### config.mk
export PLATFORM = sky130hd
export DESIGN_NAME = dequant_zigzag_block_buffer
export DESIGN_NICKNAME = d
export VERILOG_FILES = /design/src/rtl/dequant_zigzag_block_buffer.sv
export SDC_FILE = /design/constraint.sdc
export NUM_CORES = 2
export LEC_CHECK = 0
export CAP_MARGIN = 0
export CORE_MARGIN = 2
export CORE_UTILIZATION = 56
export CTS_CLUSTER_DIAMETER = 200
export DETAILED_ROUTE_END_ITERATION = 10
export GPL_ROUTABILITY_DRIVEN = 1
export PLACE_DENSITY = 0.75
export SETUP_SLACK_MARGIN = 0.5
export SLEW_MARGIN = 25
export SYNTH_ARGS = -nofsm -noshare
export SYNTH_HDL_FRONTEND = slang
export SYNTH_SLANG_ARGS = --single-unit
### constraint.sdc
create_clock -name clock -period 12.4 [get_ports clock]
set_input_delay 2.48 -clock clock [delete_from_list [all_inputs] [get_ports clock]]
set_output_delay 2.48 -clock clock [all_outputs]
set_load 0.02 [all_outputs]
### src/rtl/dequant_zigzag_block_buffer.sv
// Dequantising zigzag-to-raster ping-pong block buffer feeding the 8x8 IDCT row stream.
// Optional macro DEQ_SATURATE_EN: clamp products to the OUT_W range instead of wrapping.
module dequant_zigzag_block_buffer #(
   parameter int COEF_W = 12,
   parameter int Q_W    = 8,
   parameter int OUT_W  = 16
) (
   input  logic                     clock,
   input  logic                     reset,
   input  logic signed [COEF_W-1:0] slave_tdata,
   input  logic                     slave_tvalid,
   input  logic                     slave_tlast,
   output logic                     slave_tready,
   output logic [8*OUT_W-1:0]       master_tdata,
   output logic                     master_tvalid,
   output logic                     master_tlast,
   input  logic                     master_tready,
   input  logic                     q_we,
   input  logic [5:0]               q_addr,
   input  logic [Q_W-1:0]           q_data
);

`ifdef DEQ_SATURATE_EN
   localparam int PROD_W = COEF_W + Q_W + 1;
`else
   // Only the low OUT_W bits survive a wrap, and they equal the low bits of the full product.
   localparam int PROD_W = OUT_W;
`endif

   localparam logic [5:0] ZZ [64] = '{
      6'd0,  6'd1,  6'd8,  6'd16, 6'd9,  6'd2,  6'd3,  6'd10,
      6'd17, 6'd24, 6'd32, 6'd25, 6'd18, 6'd11, 6'd4,  6'd5,
      6'd12, 6'd19, 6'd26, 6'd33, 6'd40, 6'd48, 6'd41, 6'd34,
      6'd27, 6'd20, 6'd13, 6'd6,  6'd7,  6'd14, 6'd21, 6'd28,
      6'd35, 6'd42, 6'd49, 6'd56, 6'd57, 6'd50, 6'd43, 6'd36,
      6'd29, 6'd22, 6'd15, 6'd23, 6'd30, 6'd37, 6'd44, 6'd51,
      6'd58, 6'd59, 6'd52, 6'd45, 6'd38, 6'd31, 6'd39, 6'd46,
      6'd53, 6'd60, 6'd61, 6'd54, 6'd47, 6'd55, 6'd62, 6'd63
   };

   logic [Q_W-1:0]          q_tab    [64];
   logic [OUT_W-1:0]        bank_mem [2][64];
   logic [1:0][63:0]        bmap;
   logic [1:0]              full;
   logic                    wr_ptr;
   logic                    rd_ptr;
   logic [5:0]              fill_idx;
   logic [2:0]              out_row;
   logic                    accept;
   logic                    close_blk;
   logic                    row_hs;
   logic                    release_blk;
   logic [5:0]              wr_nat;
   logic signed [PROD_W-1:0] prod;
   logic [OUT_W-1:0]        deq;

   assign slave_tready  = !reset && !full[wr_ptr];
   assign master_tvalid = !reset && full[rd_ptr];
   assign master_tlast  = master_tvalid && (out_row == 3'd7);

   assign accept      = slave_tvalid && slave_tready;
   assign close_blk   = accept && (slave_tlast || (fill_idx == 6'd63));
   assign row_hs      = master_tvalid && master_tready;
   assign release_blk = row_hs && (out_row == 3'd7);

   assign wr_nat = ZZ[fill_idx];
   assign prod   = PROD_W'(slave_tdata) * PROD_W'(signed'({1'b0, q_tab[wr_nat]}));

`ifdef DEQ_SATURATE_EN
   always_comb begin
      deq = prod[OUT_W-1:0];
      if (prod[PROD_W-1:OUT_W-1] != {(PROD_W-OUT_W+1){prod[PROD_W-1]}})
         deq = prod[PROD_W-1] ? {1'b1, {(OUT_W-1){1'b0}}} : {1'b0, {(OUT_W-1){1'b1}}};
   end
`else
   assign deq = prod[OUT_W-1:0];
`endif

   always_ff @(posedge clock) begin
      if (reset) begin
         for (int i = 0; i < 64; i++)
            q_tab[i] <= Q_W'(1);
      end else if (q_we) begin
         q_tab[q_addr] <= q_data;
      end
   end

   // Stale bank contents never reach the output because reads are bitmap-masked.
   always_ff @(posedge clock) begin
      if (accept)
         bank_mem[wr_ptr][wr_nat] <= deq;
   end

   always_ff @(posedge clock) begin
      if (reset) begin
         full     <= '0;
         bmap     <= '0;
         wr_ptr   <= 1'b0;
         rd_ptr   <= 1'b0;
         fill_idx <= '0;
         out_row  <= '0;
      end else begin
         if (release_blk) begin
            full[rd_ptr] <= 1'b0;
            bmap[rd_ptr] <= '0;
            rd_ptr       <= ~rd_ptr;
            out_row      <= '0;
         end else if (row_hs) begin
            out_row <= out_row + 3'd1;
         end
         // Release and close always target different banks, so both apply.
         if (accept) begin
            bmap[wr_ptr][wr_nat] <= 1'b1;
            fill_idx             <= fill_idx + 6'd1;
         end
         if (close_blk) begin
            full[wr_ptr] <= 1'b1;
            wr_ptr       <= ~wr_ptr;
            fill_idx     <= '0;
         end
      end
   end

   always_comb begin
      master_tdata = '0;
      if (master_tvalid) begin
         for (int c = 0; c < 8; c++) begin
            if (bmap[rd_ptr][{out_row, 3'(c)}])
               master_tdata[c*OUT_W +: OUT_W] = bank_mem[rd_ptr][{out_row, 3'(c)}];
         end
      end
   end

endmodule

# Yosys cells after proc, flatten, opt, wreduce, memory -nomap -nowiden
# Memory sizes are Yosys's and may differ from the RTL's. A register that Yosys moved wholly into a read port is not among the register bits.
# Cells that the tools add are included.
[classes]
add_sub_neg = 2
mul = 1
order_cmp = 25
eq_ne = 2
muxes = 87
bitwise = 18
reduce_logical = 17
[op_table]
columns = ["op", "count"]
rows = [
  ["$mux W1024", 1],
  ["$bmux W16 S6", 8],
  ["$mux W128", 4],
  ["$mux W16", 25],
  ["$mux W64", 4],
  ["$and A128 B128 Y128", 1],
  ["$demux W64 S1", 2],
  ["$not A128 Y128", 1],
  ["$or A128 B128 Y128", 1],
  ["$demux W16 S6", 1],
  ["$ge A7 B7 Y1 const B", 10],
  ["$not A6 Y7", 10],
  ["$lt A6 B7 Y1 const B", 9],
  ["$bmux W1 S3", 8],
  ["$mux W1", 24],
  ["$mux W6", 3],
  ["$mul A12 B9 Y16", 1],
  ["$logic_and A1 B1 Y1", 11],
  ["$mux W8", 1],
  ["$reduce_or A8 Y1", 1],
  ["$lt A7 B1 Y1 const B", 1],
  ["$add A6 B1 Y6 const B", 1],
  ["$demux W1 S6", 1],
  ["$eq A6 B6 Y1 const B", 1],
  ["other kinds (14)", 22],
]
[word_totals]
ff_bits = 141
ram_bits = 2560
romBits = 384
inputBits = 32
out_inout_bits = 131
mem_count = 3
[memory_table]
columns = ["memory", "depth", "width", "read_ports", "rd_clocked_by_memory_dff", "write_ports", "line_no", "rtl"]
rows = [
  ["bank_mem", 2, 1024, 1, 1, 1, "42", "logic [OUT_W-1:0] bank_mem [2][64];"],
  ["q_tab", 64, 8, 1, 0, 64, "41", "logic [Q_W-1:0] q_tab [64];"],
  ["(name not given)", 64, 6, 1, 0, 0, "66", "assign wr_nat = ZZ[fill_idx];"],
]

# Longest topological paths before layout
[depth]
depth_word = 12
mapped_depth = 40

# Least setup slack after synthesis
# Ideal clock, no wire load.
[synth_path]
kind = "flip-flop to flip-flop"
start = "register fill_idx[0]"
end = "memory bank_mem[0][1005] (netlist bit) (data pin)"
arrival_time_ps = 10663
slack_ps = 810
path_stages_with_launch = 35
path_buffers = 6
path_cell_list = "dfxtp_1 buf_2 inv_1 ha_1 buf_2 or2_2 a21oi_1 o311ai_2 nand2_2 buf_2 buf_1 clkbuf_1 a21oi_1 a21oi_1 o32ai_1 nor4_2 buf_2 nand2_1 fa_1 inv_1 fa_1 inv_1 fa_1 fa_1 inv_1 ha_1 inv_1 o21bai_1 a21oi_1 nor2b_1 o21a_1 o21ai_0 a21oi_1 nor2_1 xnor2_1"
[synth_between]
elab_chain_len = 6
[synth_rtl]
columns = ["element", "line_no", "rtl"]
rows = [
  ["start: declaration", "47", "logic [5:0] fill_idx;"],
  ["start signal: assignment", "114", "fill_idx <= fill_idx + 6'd1;"],
  ["$not A6 Y7 (not written as such)", "66", ""],
  ["$mem_v2 Z64 W6", "-", ""],
  ["$mux W6 (not written as such) (2 in series)", "66", ""],
  ["$mem_v2 Z64 W8", "-", ""],
  ["$mul A12 B9 Y16", "67", "assign prod = PROD_W'(slave_tdata) * PROD_W'(signed'({1'b0, q_tab[wr_nat]}));"],
  ["net deq[13]", "55", "logic [OUT_W-1:0] deq;"],
  ["end: declaration", "42", ""],
]
# The timed path passes the listed nets, and every way through them passes these cells. The select of a mux whose other input is x is not followed.

# Worst setup path after layout
[layout_path]
start = "register fill_idx[0]"
end = "memory bank_mem[0][95] (netlist bit) (data pin)"
# The elaborated chain is that of the path after synthesis.

==> flow_metrics.tcl <==
set metrics [dict create \
    outcome "completed" \
    grt_pass1_wl_mm 426 \
    synth_area_mm2 0.112 \
    slowest_stage "xnor3_4" \
    final_cells 9411 \
    viasPerCell 6.56 \
    place_area_mm2 0.118 \
    arrival_ns 11.50 \
    track_usage_pct 28.6 \
    maxSlewViolCount 0 \
    drtPass1Iterations 8 \
    cts_resized 0 \
    synth-main-ff-cell "edfxtp_1" \
    postLayoutCellArea_mm2 0.126 \
    cap_violations 0 \
    intPower_uw 22400 \
    routed_wl_mm 290 \
    drt_iter0_markers 7985 \
    finClkSkew_ns 0.0709 \
    numCtsBuffers 282 \
    clkLatencyLatePin_ns 0.95 \
    whs_ns 0.445 \
    row_count 164 \
    synth_seq_cells 2702 \
    routabilityCongestion 0.934 \
    antenna_found_initial 11 \
    finalSetupTns_ns 0 \
    p_comb_share_pct 24.4 \
    ir_drop_mv 1.80 \
    pwr-share-seq_pct 50.7 \
    area_growth_pct 12.6 \
    place_inst 8929 \
    routedWlPerCell_um 30.8 \
    async_flop_share_pct 0 \
    gr-total-overflow 0 \
    clockBufferDepth 4 \
    cts_tree "done" \
    syn_inst 6314 \
    hold_buffers 0 \
    min_period_ns 10.88 \
    pwr_density_cell_mw_per_mm2 258 \
    critical_path_required_ns 13.03 \
    drc 0 \
    grt_max_degree 135 \
    setup.worst_path.class "reg -> reg" \
    grt_pass1_vias 62300 \
    dieArea_mm2 0.204 \
    critPathMaxFanout 88 \
    die_w_um 452 \
    slew_headroom_pct 19.9 \
    rsz0062_at_grt "false" \
    setup_viol 0 \
    vias 61800 \
    path_common_cell "inv_1" \
    cts.sinks 2702 \
    period_share_pct 87.7 \
    ys_warn_count 0 \
    portBuffers 162 \
    clockPowerShare_pct 24.9 \
    pin_count 163 \
    die_h_um 452 \
    final_core_util_pct 63.4 \
    avgSynthCellArea_um2 17.8 \
    start_util_pct 56.2 \
    cpPeakStageDelay_ns 0.88 \
    clkTransAtPathRegs_ns 0.06 \
    synth_cell_type_count 107 \
    hpwl_mm 163 \
    p_sw_share_pct 31.6 \
    seq_area_frac_synth_pct 71.1 \
    end_kind "flip-flop" \
    start_kind "flip-flop" \
    drive_above_1_share_pct 22.2 \
    worstMarginPinSlew_ns 1.19 \
    core_area_mm2 0.199 \
    fmax_mhz 92.0 \
    root_buffer "clkbuf_16" \
    p_switching_uw 10300 \
    hold_viol 0 \
    htreeDepth 5 \
    synth_nets 6453 \
    hold_path_class "reg -> reg" \
    post-cts-setup-buffers 0 \
    ant_nets 0 \
    final_nets 6697 \
    synth-edff-count 2560 \
    p_leak_uw 0.0409 \
]
## worst paths after layout
path | start | to | slack (ns) | cells after the start
hold / removal | bmap[99] | bmap[99] | 0.44 | 1
hold reg to reg | bmap[99] | bmap[99] | 0.44 | 1
setup reg to reg | fill_idx[0] | bank_mem[0][95] | 1.52 | 31
setup / recovery | fill_idx[0] | bank_mem[0][95] | 1.52 | 31
## metal layers
metal | track usage (%) | wire length (um) | up-vias | share of wire [%]
met4 | 11.6 | 12800 | 8 | 4.4
met3 | 5.45 | 29300 | 674 | 10
met1 | 38.1 | 104000 | 32000 | 36
met2 | 46.9 | 144000 | 3877 | 50
li1 | - | - | 25300 | -
met5 | 0 | 38 | - | 0.013
## logic make-up (layout without fill, tap and decap cells)
| group | after synthesis | in the layout | share of synthesized area, % |
|---|---|---|---|
| muxes | 759 | 759 | 14.1 |
| other | 0 | 2 | 0 |
| DFF | 2702 | 2702 | 71.1 |
| buffers and inverters | 526 | 965 | 2.00 |
| and+or+nand+nor | 1694 | 1694 | 7.88 |
| xor gates and xnor gates | 26 | 26 | 0.228 |
| adders and majority gates | 107 | 107 | 1.59 |
| AOI/OAI and AO/OA | 500 | 500 | 3.18 |
## worst max-delay path, delay by kind of cell, from the launching register on
family                     cells  cell delay, ns
and+or+nand+nor                5            1.50
xor gates and xnor gates       1            0.88
adders and majority gates      6            2.47
DFF                            1            0.73
buffers and inverters          7            1.54
AOI/OAI and AO/OA             11            2.99
muxes                          1            0.26
## area by class of cell
class / instances / area [um2]
inverter: 114 / 428
tap: 2656 / 3320
clock inverter: 112 / 1010
multi-input combinational: 3086 / 30800
fill: 13400 / 73100
sequential: 2702 / 79700
antenna: 2 / 5.00
timing repair buffer: 372 / 3390
clock buffer: 367 / 7700
## per-stage QoR
stage	total power [uW]	setup WS, ns
detailed placement	24800	1.52
floorplan	18400	0.810
finish	32700	1.52
global placement	24100	1.75
global route	33700	0.915
CTS	32800	1.59
## flip-flops by register name (all words and copies together) (netlist names), named ones only
register  cells
bank_mem   2048
q_tab       512
bmap        128
fill_idx      6
out_row       3
full          2
rd_ptr        1
wr_ptr        1
## layout by cell type (no fill, tap or decap), types with 18 or more instances in the layout
cell / n
a211oi_1: 79
a21o_1: 70
a21oi_1: 120
a31oi_1: 25
and2_1: 464
and3_1: 122
buf_4: 191
bufinv_16: 18
clkbuf_1: 65
clkbuf_16: 293
clkdlybuf4s50_1: 153
clkinv_1: 45
clkinv_2: 33
dfxtp_1: 136
edfxtp_1: 2560
fa_1: 58
ha_1: 44
inv_1: 112
mux2i_1: 90
mux4_2: 652
nand2_1: 343
nand3_1: 125
nand4_1: 18
nor2_1: 248
nor2_2: 77
nor2b_1: 44
nor3_1: 18
o21ai_0: 47
o22ai_1: 23
or2_2: 72
or3_1: 72
## synthesized netlist by cell type (20+ instances only)
master / instances / share of area, %
edfxtp_1: 2560 / 69
mux4_2: 652 / 13
and2_1: 465 / 2.6
nand2_1: 346 / 1.2
nor2_1: 341 / 1.1
clkbuf_1: 232 / 0.78
dfxtp_1: 142 / 2.5
nand3_1: 126 / 0.56
and3_1: 122 / 0.68
a21oi_1: 120 / 0.54
inv_1: 112 / 0.37
mux2i_1: 90 / 0.80
buf_1: 88 / 0.29
a211oi_1: 79 / 0.53
or2_2: 72 / 0.40
or3_1: 72 / 0.40
a21o_1: 70 / 0.47
buf_2: 60 / 0.27
fa_1: 59 / 1.1
ha_1: 48 / 0.54
o21ai_0: 47 / 0.21
nor2b_1: 44 / 0.25
a31oi_1: 26 / 0.14
o22ai_1: 23 / 0.13
nor4_1: 20 / 0.11
## power groups by stage
stage / Combinational, uW / Clock (uW) / Sequential, uW
after floorplan: 2820 / 0 / 15600
final: 7980 / 8130 / 16500
after detailed placement: 8050 / 0 / 16700
after global routing: 8650 / 8530 / 16600
after global placement: 7420 / 0 / 16700
after CTS: 8050 / 8190 / 16500
No activity file was read; power rests on OpenSTA's default activity.
